## config.mk

```make
export PLATFORM = sky130hd
export DESIGN_NAME = button_debounce
export DESIGN_NICKNAME = d
export VERILOG_FILES = /design/src/rtl/button_debounce_pkg.sv /design/src/rtl/button_debounce_sync_2ff.sv /design/src/rtl/button_debounce.sv
export SDC_FILE = /design/constraint.sdc
export NUM_CORES = 1
export LEC_CHECK = 0
export ABC_AREA = 1
export BUFFER_PORTS_ARGS = -buffer_cell sky130_fd_sc_hd__buf_2
export CAP_MARGIN = 20
export CORE_AREA = 4 4 41 43
export CTS_CLUSTER_DIAMETER = 30
export DETAILED_ROUTE_END_ITERATION = 16
export DIE_AREA = 0 0 45 47
export PLACE_DENSITY_LB_ADDON = 0.12
export SETUP_SLACK_MARGIN = 0.2
export SLEW_MARGIN = 20
export SYNTH_ARGS = -nofsm -noshare
export SYNTH_HDL_FRONTEND = slang
export SYNTH_SLANG_ARGS = --single-unit
```

## constraint.sdc

```tcl
create_clock -name clk -period 1.5 [get_ports clk]
set_clock_uncertainty 0.1 [all_clocks]
set_input_delay 0.15 -clock clk [delete_from_list [all_inputs] [get_ports clk]]
set_output_delay 0.15 -clock clk [all_outputs]
set_load 0.02 [all_outputs]
```

## src/rtl/button_debounce_pkg.sv

```systemverilog
// Shared types and defaults for the push-button debouncer.
// The state encoding and the counter-width helper are used by button_debounce.
package button_debounce_pkg;

  typedef enum logic [1:0] {
    IDLE         = 2'd0,
    PRESS_WAIT   = 2'd1,
    PRESSED      = 2'd2,
    RELEASE_WAIT = 2'd3
  } db_state_t;

  localparam int DB_CYCLES_DEF     = 16;
  localparam int REPEAT_CYCLES_DEF = 64;

  // Width for a counter that must reach n-1; never below one bit.
  function automatic int cnt_width(input int n);
    return (n < 2) ? 1 : $clog2(n);
  endfunction

endpackage

```

## src/rtl/button_debounce_sync_2ff.sv

```systemverilog
// Two-flop synchroniser bringing the raw button level into the clk domain.
// Both stages clear to 0 on reset, so a button held through reset reads as a fresh press.
module sync_2ff (
  input  logic clk,
  input  logic reset,
  input  logic d,
  output logic q
);

  logic meta;

  always_ff @(posedge clk or posedge reset) begin
    if (reset) begin
      meta <= 1'b0;
      q    <= 1'b0;
    end else begin
      meta <= d;
      q    <= meta;
    end
  end

endmodule

```

## src/rtl/button_debounce.sv

```systemverilog
// Push-button debouncer: synchronised level, debounced level and one press strobe.
// Define DEBOUNCE_AUTOREPEAT_EN to add a repeat strobe every REPEAT_CYCLES while held.
//
// state        | meaning
// IDLE         | button released, waiting for a high sample
// PRESS_WAIT   | high seen, counting stable high samples
// PRESSED      | press accepted, level high
// RELEASE_WAIT | low seen while pressed, counting stable low samples
module button_debounce
  import button_debounce_pkg::*;
#(
  parameter int DB_CYCLES     = DB_CYCLES_DEF,
  parameter int REPEAT_CYCLES = REPEAT_CYCLES_DEF
) (
  input  logic clk,
  input  logic reset,
  input  logic btn_in,
  output logic btn_level,
  output logic btn_pulse
);

  localparam int            CW       = cnt_width(DB_CYCLES);
  localparam logic [CW-1:0] CNT_LAST = CW'(DB_CYCLES - 1);

  if (DB_CYCLES < 2 || DB_CYCLES > 65535) begin : g_bad_db_cycles
    $error("button_debounce: DB_CYCLES must be in 2..65535");
  end
  if (REPEAT_CYCLES < 1) begin : g_bad_repeat_cycles
    $error("button_debounce: REPEAT_CYCLES must be at least 1");
  end

  logic          sync;
  db_state_t     state;
  logic [CW-1:0] cnt;

`ifdef DEBOUNCE_AUTOREPEAT_EN
  localparam int            RW       = cnt_width(REPEAT_CYCLES);
  localparam logic [RW-1:0] RPT_LAST = RW'(REPEAT_CYCLES - 1);
  logic [RW-1:0] rpt_cnt;
`endif

  sync_2ff u_sync (
    .clk   (clk),
    .reset (reset),
    .d     (btn_in),
    .q     (sync)
  );

  always_ff @(posedge clk or posedge reset) begin
    if (reset) begin
      state     <= IDLE;
      cnt       <= '0;
      btn_level <= 1'b0;
      btn_pulse <= 1'b0;
`ifdef DEBOUNCE_AUTOREPEAT_EN
      rpt_cnt   <= '0;
`endif
    end else begin
      btn_pulse <= 1'b0;
      case (state)
        IDLE: begin
          if (sync) begin
            state <= PRESS_WAIT;
            cnt   <= '0;
          end
        end
        PRESS_WAIT: begin
          if (!sync) begin
            state <= IDLE;
            cnt   <= '0;
          end else if (cnt == CNT_LAST) begin
            state     <= PRESSED;
            cnt       <= '0;
            btn_level <= 1'b1;
            btn_pulse <= 1'b1;
`ifdef DEBOUNCE_AUTOREPEAT_EN
            rpt_cnt   <= '0;
`endif
          end else begin
            cnt <= cnt + 1'b1;
          end
        end
        PRESSED: begin
          if (!sync) begin
            state <= RELEASE_WAIT;
            cnt   <= '0;
          end
`ifdef DEBOUNCE_AUTOREPEAT_EN
          else if (rpt_cnt == RPT_LAST) begin
            rpt_cnt   <= '0;
            btn_pulse <= 1'b1;
          end else begin
            rpt_cnt <= rpt_cnt + 1'b1;
          end
`endif
        end
        RELEASE_WAIT: begin
          // A bounce back high resumes the press; the repeat count is kept.
          if (sync) begin
            state <= PRESSED;
            cnt   <= '0;
          end else if (cnt == CNT_LAST) begin
            state     <= IDLE;
            cnt       <= '0;
            btn_level <= 1'b0;
`ifdef DEBOUNCE_AUTOREPEAT_EN
            rpt_cnt   <= '0;
`endif
          end else begin
            cnt <= cnt + 1'b1;
          end
        end
        default: begin
          state     <= IDLE;
          cnt       <= '0;
          btn_level <= 1'b0;
        end
      endcase
    end
  end

endmodule

```

==> results of run 1 <==
cells by family after synthesis:
group,count (synthesis),share of synthesized area
XOR/XNOR,1,0.0191
flip-flops,10,0.546
buffers and inverters,8,0.0656
AO/OA/AOI/OAI,3,0.0328
AND/OR/NAND/NOR,30,0.309
adder cells (fa/ha/maj),1,0.0273
flip-flops by register name, indices dropped and copies added (netlist names), named ones only:
| register | flops |
|---|---|
| u_sync.meta | 1 |
| u_sync.q | 1 |
| btn_pulse | 1 |
| btn_level | 1 |
| state | 1 |
| cnt | 4 |
stage by stage:
stage / cells / setup WS [ns] / hold slack (ns) / utilization / power [mW]
floorplan: 53 / 0.338 / -0.110 / - / 0.313
global placement: 72 / 0.251 / 0.0474 / 0.382 / 0.322
detailed placement: 72 / 0.240 / 0.0452 / 0.382 / 0.322
CTS: 78 / 0.222 / 0.252 / 0.425 / 0.573
global route: 79 / 0.212 / 0.271 / 0.451 / 0.602
finish: 79 / 0.284 / 0.250 / 0.451 / 0.574
per-layer routing:
layer	routed length (um)	track usage
met2	375	0.147
met1	402	0.119
met3	24	0.0345
met4	34	0.105
met5	0	0
timing repair:
item	CTS	global route
hold buffers	2	0
setup buffers	0	1
setup endpoints to repair	0	4
endpoints found under the hold margin	11	0
resized for setup	0	6
worst max-delay path: stages, from the launching register on:
cell and delay, ns:
dfrtp_1 0.41, ha_4 0.18, nand2_4 0.06, nor3_4 0.23, nand3_2 0.12, inv_1 0.07
final timing paths:
kind,start,to,depth (start not counted)
min in group asynchronous,reset,btn_level$_DFFE_PP0P_,3
setup reg to reg,cnt[0]$_DFFE_PP0P_,btn_pulse$_DFF_PP0_,5
hold reg to reg,u_sync.meta$_DFF_PP0_,u_sync.q$_DFF_PP0_,0
max in group asynchronous,reset,cnt[1]$_DFFE_PP0P_,3
setup / recovery,cnt[0]$_DFFE_PP0P_,btn_pulse$_DFF_PP0_,5
hold / removal,u_sync.meta$_DFF_PP0_,u_sync.q$_DFF_PP0_,0
layout make-up:
cell class / count / area share
well taps: 15 / 0.0320
inverters: 8 / 0.0512
repair buffers: 7 / 0.0810
clock buffers: 4 / 0.0618
multi-input cells: 35 / 0.345
flip-flops and latches: 10 / 0.429
Yosys cell counts, drive strengths merged:
library cell | n | area, um^2
ha | 1 | 12.5
dfrtp | 10 | 250
nand3 | 5 | 25.0
nand4 | 1 | 6.26
inv | 8 | 30.0
nor2 | 3 | 13.8
nor3 | 1 | 16.3
xnor2 | 1 | 8.76
a21oi | 1 | 5.00
o21ai | 2 | 10.0
nand2 | 20 | 80.1
layout by cell type (no fill, tap or decap):
| master | instances |
|---|---|
| ha_4 | 1 |
| clkbuf_8 | 1 |
| nand2_2 | 1 |
| nand3_1 | 4 |
| nand4_1 | 1 |
| o21ai_0 | 1 |
| buf_2 | 4 |
| inv_2 | 3 |
| a21oi_1 | 1 |
| nand2_4 | 1 |
| o21ai_1 | 1 |
| nor3_4 | 1 |
| clkbuf_4 | 3 |
| buf_4 | 1 |
| nor2_1 | 1 |
| dfrtp_1 | 9 |
| dfrtp_2 | 1 |
| nand2_1 | 18 |
| xnor2_1 | 1 |
| nand3_2 | 1 |
| nor2_2 | 2 |
| inv_1 | 5 |
| dlygate4sd3_1 | 2 |
power breakdown:
part | internal [mW] | switching, mW
logic | 0.0187 | 0.0210
clock network | 0.147 | 0.0974
registers | 0.279 | 0.0114
==> key figures, run 1 <==
Routing
  • DR DRC count: 0
  • Routed Antenna Nets: 0
  • Via count: 362
  • Final WL: 836 um
  • Drt first pass iters: 4
  • Vias per cell: 4.58
  • WL/cell: between 10 and 15 um
  • Iter 0 DRT Violations: 4

Floorplan
  • Num rows: 13
  • Num ports: 5
  • Placeable Area: 0.00130 mm^2
  • Die Wd: around 45 um
  • Die height: 47 um
  • Die Footprint: 0.00212 mm^2
  • Starting Density: 0.352

Layout
  • Ant. Diodes: 0
  • Register Area: ~250 um^2
  • # nets final: just under 70
  • Share of cells above drive strength 1: 0.313
  • Fin area: 587 um^2
  • Fillcell total: around 140
  • Multi-input logic area: 203 um^2
  • Area grow syn2layout: 28.1%

Placed design
  • Detail Placement HPWL: 585 um
  • DP Area: 497 um^2
  • Port buffer count: 4
  • Routability Congestion: between 0.6 and 0.7

Yosys
  • Cells after synthesis: 53
  • Cell variety after synth: 15
  • Synth Cell Area: approximately 460 um^2
  • Ys Warns: 0
  • Yosys reg bits: 10
  • Syn_area_per_cell: 8.64 um^2
  • Post-synth net total: 57
  • Sequential-to-total area share from yosys stat: 0.546

Clock tree
  • Max H-tree Level: 1
  • CTS tree: done
  • Clock transition at path regs: about 0.070 ns
  • Clk Latency, worst-skew pair: 0.27 ns
  • CTS sink count: 10
  • Worst-case clock buffer depth: 2
  • Clk root buf: clkbuf_4
  • Num CTS Buffers: 3

GRT
  • Remaining Overflow, GRT: 0
  • Total GRT Usage: 0.104
  • Vias in the first global route: 360
  • Antenna violations before repair: 0
  • Largest net degree at the start of global routing: 11
  • First-pass GRT wire length: 1.44 mm

STA
  • Slew Viols, Final: 0
  • Slew margin rel.: 0.750
  • Final setup fails: 0
  • Worst-margin pin slew: between 0.3 and 0.4 ns
  • Final number of hold-violating endpoints: 0
  • Period utilisation layout: 0.810
  • Max Fclk: a little over 800 MHz
  • Final TNS setup: 0 ns
  • Final min period: 1.22 ns
  • Unrepaired setup endpoints after global routing: false

Power and ir drop
  • Leak: 0.324 nW
  • P per Cell Area: 979 mW/mm^2
  • VDD IR max: between 0.0005 and 0.0006 V

Setup path
  • Reg2reg setup slack: 0.28 ns
  • Crit start category: register
  • Critical path capture point type: register
  • CP arrival: 1.33 ns
  • WP data required: 1.61 ns
  • Critical Path Fanout Max: 4
  • Setup CP Type: register to register

Job
  • Max-cap viol count: 0

Outcome
  • Status: complete, no violations

Worst hold path
  • Hold crit path type: register to register
(Power assumes the default switching activity.)
==> run 2, diff against run 1 <==
- ABC_AREA: 1 -> 0
- clock period: 1.5 -> 1 ns (I/O delays scaled with it)
==> run 2 against run 1 <==
  * The flow now finishes with violations (setup timing)
  * Die area stayed put
  * Worst hold slack lost 0.047 ns
  * Via count down 0.28%
  * Synthesized area down 5.5%
  * Synthesized cell count decreased by 25%
  * Core utilization rose by 8.6 points
  * Sequential cell count is the same
  * Combinational power increased by 130%
  * Sequential power is 49% higher
  * Worst setup slack worse by 0.48 ns
  * Count of clock-buffer cells in the layout unchanged
  * Largest cell class unchanged
==> key figures, run 2 <==
Floorplan
  • Die height: 47 um
  • Num ports: 5
  • Die Wd: 45 um
  • Starting Density: 0.333
  • Num rows: 13
  • Die Footprint: between 0.002 and 0.0025 mm^2
  • Placeable Area: 0.00130 mm^2

Job
  • Max-cap viol count: 0

Layout
  • Share of cells above drive strength 1: 0.557
  • Area grow syn2layout: 61.3%
  • Most common cell after layout, fill and taps aside: buf_4
  • Biggest register: cnt
  • # nets final: 66
  • Most frequent cells in the layout: buf_4, dfrtp_1, nand3_1, clkbuf_4, buf_6
  • Largest register FFs: 4
  • Ant. Diodes: 0
  • Fillcell total: between 100 and 150

GRT
  • Antenna violations before repair: 0
  • First-pass GRT wire length: 1.64 mm
  • Total GRT Usage: 0.114
  • Largest net degree at the start of global routing: 11
  • Vias in the first global route: slightly below 400
  • Remaining Overflow, GRT: 0

Routing
  • Iter 0 DRT Violations: 2
  • Final WL: 964 um
  • Via count: 361
  • Vias per cell: 4.75
  • Drt first pass iters: 3
  • DR DRC count: 0
  • Routed Antenna Nets: 0
  • WL/cell: around 13 um

Setup path
  • Critical Path Fanout Max: 5
  • Crit start category: register
  • WP data required: 1.04 ns
  • CP endpoint: btn_level$_DFFE_PP0P_
  • Setup CP Type: register to register
  • CP startpoint: cnt[1]$_DFFE_PP0P_
  • Reg2reg setup slack: -0.20 ns
  • Critical path capture point type: register
  • R2R Path Start: cnt[1]$_DFFE_PP0P_
  • Reg2reg path depth: 4
  • CP arrival: 1.24 ns
  • RR Endpoint: btn_level$_DFFE_PP0P_

Yosys
  • Largest family of logic cells by synthesized area: simple AND/OR/NAND/NOR gates
  • Synth async-reset ratio: 1.00
  • Simple logic cell fraction of the synthesized area: 0.165
  • Post-synth EDFFs: 0
  • Adder-cell share of the synthesized area: 0.0289
  • Yosys reg bits: 10
  • Cell variety after synth: 18
  • Largest cells by area after synthesis: dfrtp_1, a22o_1, xnor2_1, a21oi_1, nand3_1
  • Yosys top cell by area: dfrtp_1
  • Synth top area share: 0.578
  • Syn_area_per_cell: 10.8 um^2
  • Prevailing post-synth register cell: dfrtp_1
  • XOR/XNOR Fraction of Synth Area: 0.0607
  • Mux contribution to synthesized area: 0
  • Cells after synthesis: 40
  • Synth Cell Area: ~430 um^2
  • Sequential-to-total area share from yosys stat: 0.578
  • Compound-Gate Fraction of Synth Area: 0.142
  • Post-synth net total: between 40 and 50
  • Ys Warns: 0
  • Synth cell count leaders: dfrtp_1, nor2_1
  • Most numerous cell in the Yosys netlist: dfrtp_1

STA
  • Worst-margin pin slew: 0.256 ns
  • Final min period: 1.20 ns
  • Unrepaired setup endpoints after global routing: true
  • Max Fclk: 835 MHz
  • Slew Viols, Final: 0
  • WHS: between 0.2 and 0.25 ns
  • Period utilisation layout: 1.20
  • Slew margin rel.: 0.829
  • Final number of hold-violating endpoints: 0
  • Worst setup margin: -0.198 ns
  • Final setup fails: 8

Clock tree
  • Clk Latency, worst-skew pair: 0.26 ns
  • Clk root buf: clkbuf_4
  • Num CTS Buffers: 3
  • Worst-case clock buffer depth: 2
  • Clock transition at path regs: 0.07 ns
  • Max H-tree Level: 1
  • CTS tree: done
  • CTS sink count: 10

Power and ir drop
  • Total power draw: 0.884 mW
  • Leak: between 0.3 and 0.4 nW
  • VDD IR max: 0.000810 V
  • P per Cell Area: 1270 mW/mm^2

Outcome
  • Status: complete, but fails checks
  • Violated checks: setup timing

Placed design
  • Pre-CTS WS: -0.210 ns
  • Detail Placement HPWL: 656 um
  • Port buffer count: 4
  • Routability Congestion: 0.744

Worst hold path
  • Hold crit path type: input port to asynchronous set/reset pin
[run 2: cell count changes in the layout (fill, tap and decap cells not counted), moves of 2 or more]
| cell | change |
|---|---|
| inv_2 | -3 |
| buf_2 | -2 |
| xnor2_2 | +2 |
| buf_4 | +9 |
| buf_6 | +3 |
| a22o_1 | +2 |
| nand2_1 | -16 |
| inv_1 | -3 |
[run 2: kinds of logic (layout without fill, tap and decap cells)]
group                      after synthesis  in the layout
and+or+nand+nor                         14             14
AOI/OAI and AO/OA                        9              9
adders and majority gates                1              1
DFF                                     10             10
buffers and inverters                    3             24
xor gates and xnor gates                 3              3
[run 2: what timing repair did]
item / 4_1_cts / 5_1_grt
setup endpoints to repair: 10 / 20
gates resized for setup: 12 / 8
hold buffers: 2 / 0
setup buffers: 1 / 1
pin swaps: 3 / 5
endpoints found under the hold margin: 11 / 0
[run 2: layout make-up]
| type | count | area, um^2 | share of cell area |
|---|---|---|---|
| sequential | 10 | 253 | 0.362 |
| tap | 15 | 18.8 | 0.0269 |
| timing repair buffer | 17 | 139 | 0.199 |
| inverter | 3 | 15.0 | 0.0215 |
| clock buffer | 4 | 36.3 | 0.0520 |
| multi-input combinational | 27 | 236 | 0.339 |
[run 2: layer usage]
| metal | vias up | GRT usage | routed length [um] |
|---|---|---|---|
| met5 | - | 0 | 0 |
| met4 | 0 | 0.0526 | 0 |
| met3 | 0 | 0.0230 | 29 |
| met2 | 4 | 0.226 | 573 |
| met1 | 174 | 0.111 | 361 |
| li1 | 183 | - | - |
[run 2: power breakdown]
part	switching [mW]	internal (mW)
registers	0.0157	0.418
logic	0.0417	0.0501
clock network	0.139	0.221
total	0.196	0.688
[run 2: worst min-delay path by stage]
stage,depth (start not counted),endpoint
after floorplan,1,asynchronous set/reset pin
after CTS,3,btn_level$_DFFE_PP0P_
after global routing,3,btn_pulse$_DFF_PP0_
after global placement,2,u_sync.meta$_DFF_PP0_
after detailed placement,2,u_sync.meta$_DFF_PP0_
final,3,u_sync.meta$_DFF_PP0_
[run 2: critical path, cell delays in order, from the launching register on]
cell,delay [ns]
dfrtp_1,0.39
ha_4,0.18
nand4_1,0.14
o21ai_1,0.18
a21oi_1,0.08
[run 2: per-stage QoR]
stage	std cells	setup TNS, ns	util	cell area [um^2]
final	76	-1.35	0.537	698
after global placement	68	-1.29	0.424	552
after floorplan	40	-1.04	-	445
after detailed placement	68	-1.37	0.424	552
after global routing	76	-1.76	0.537	698
after CTS	75	-1.34	0.513	667
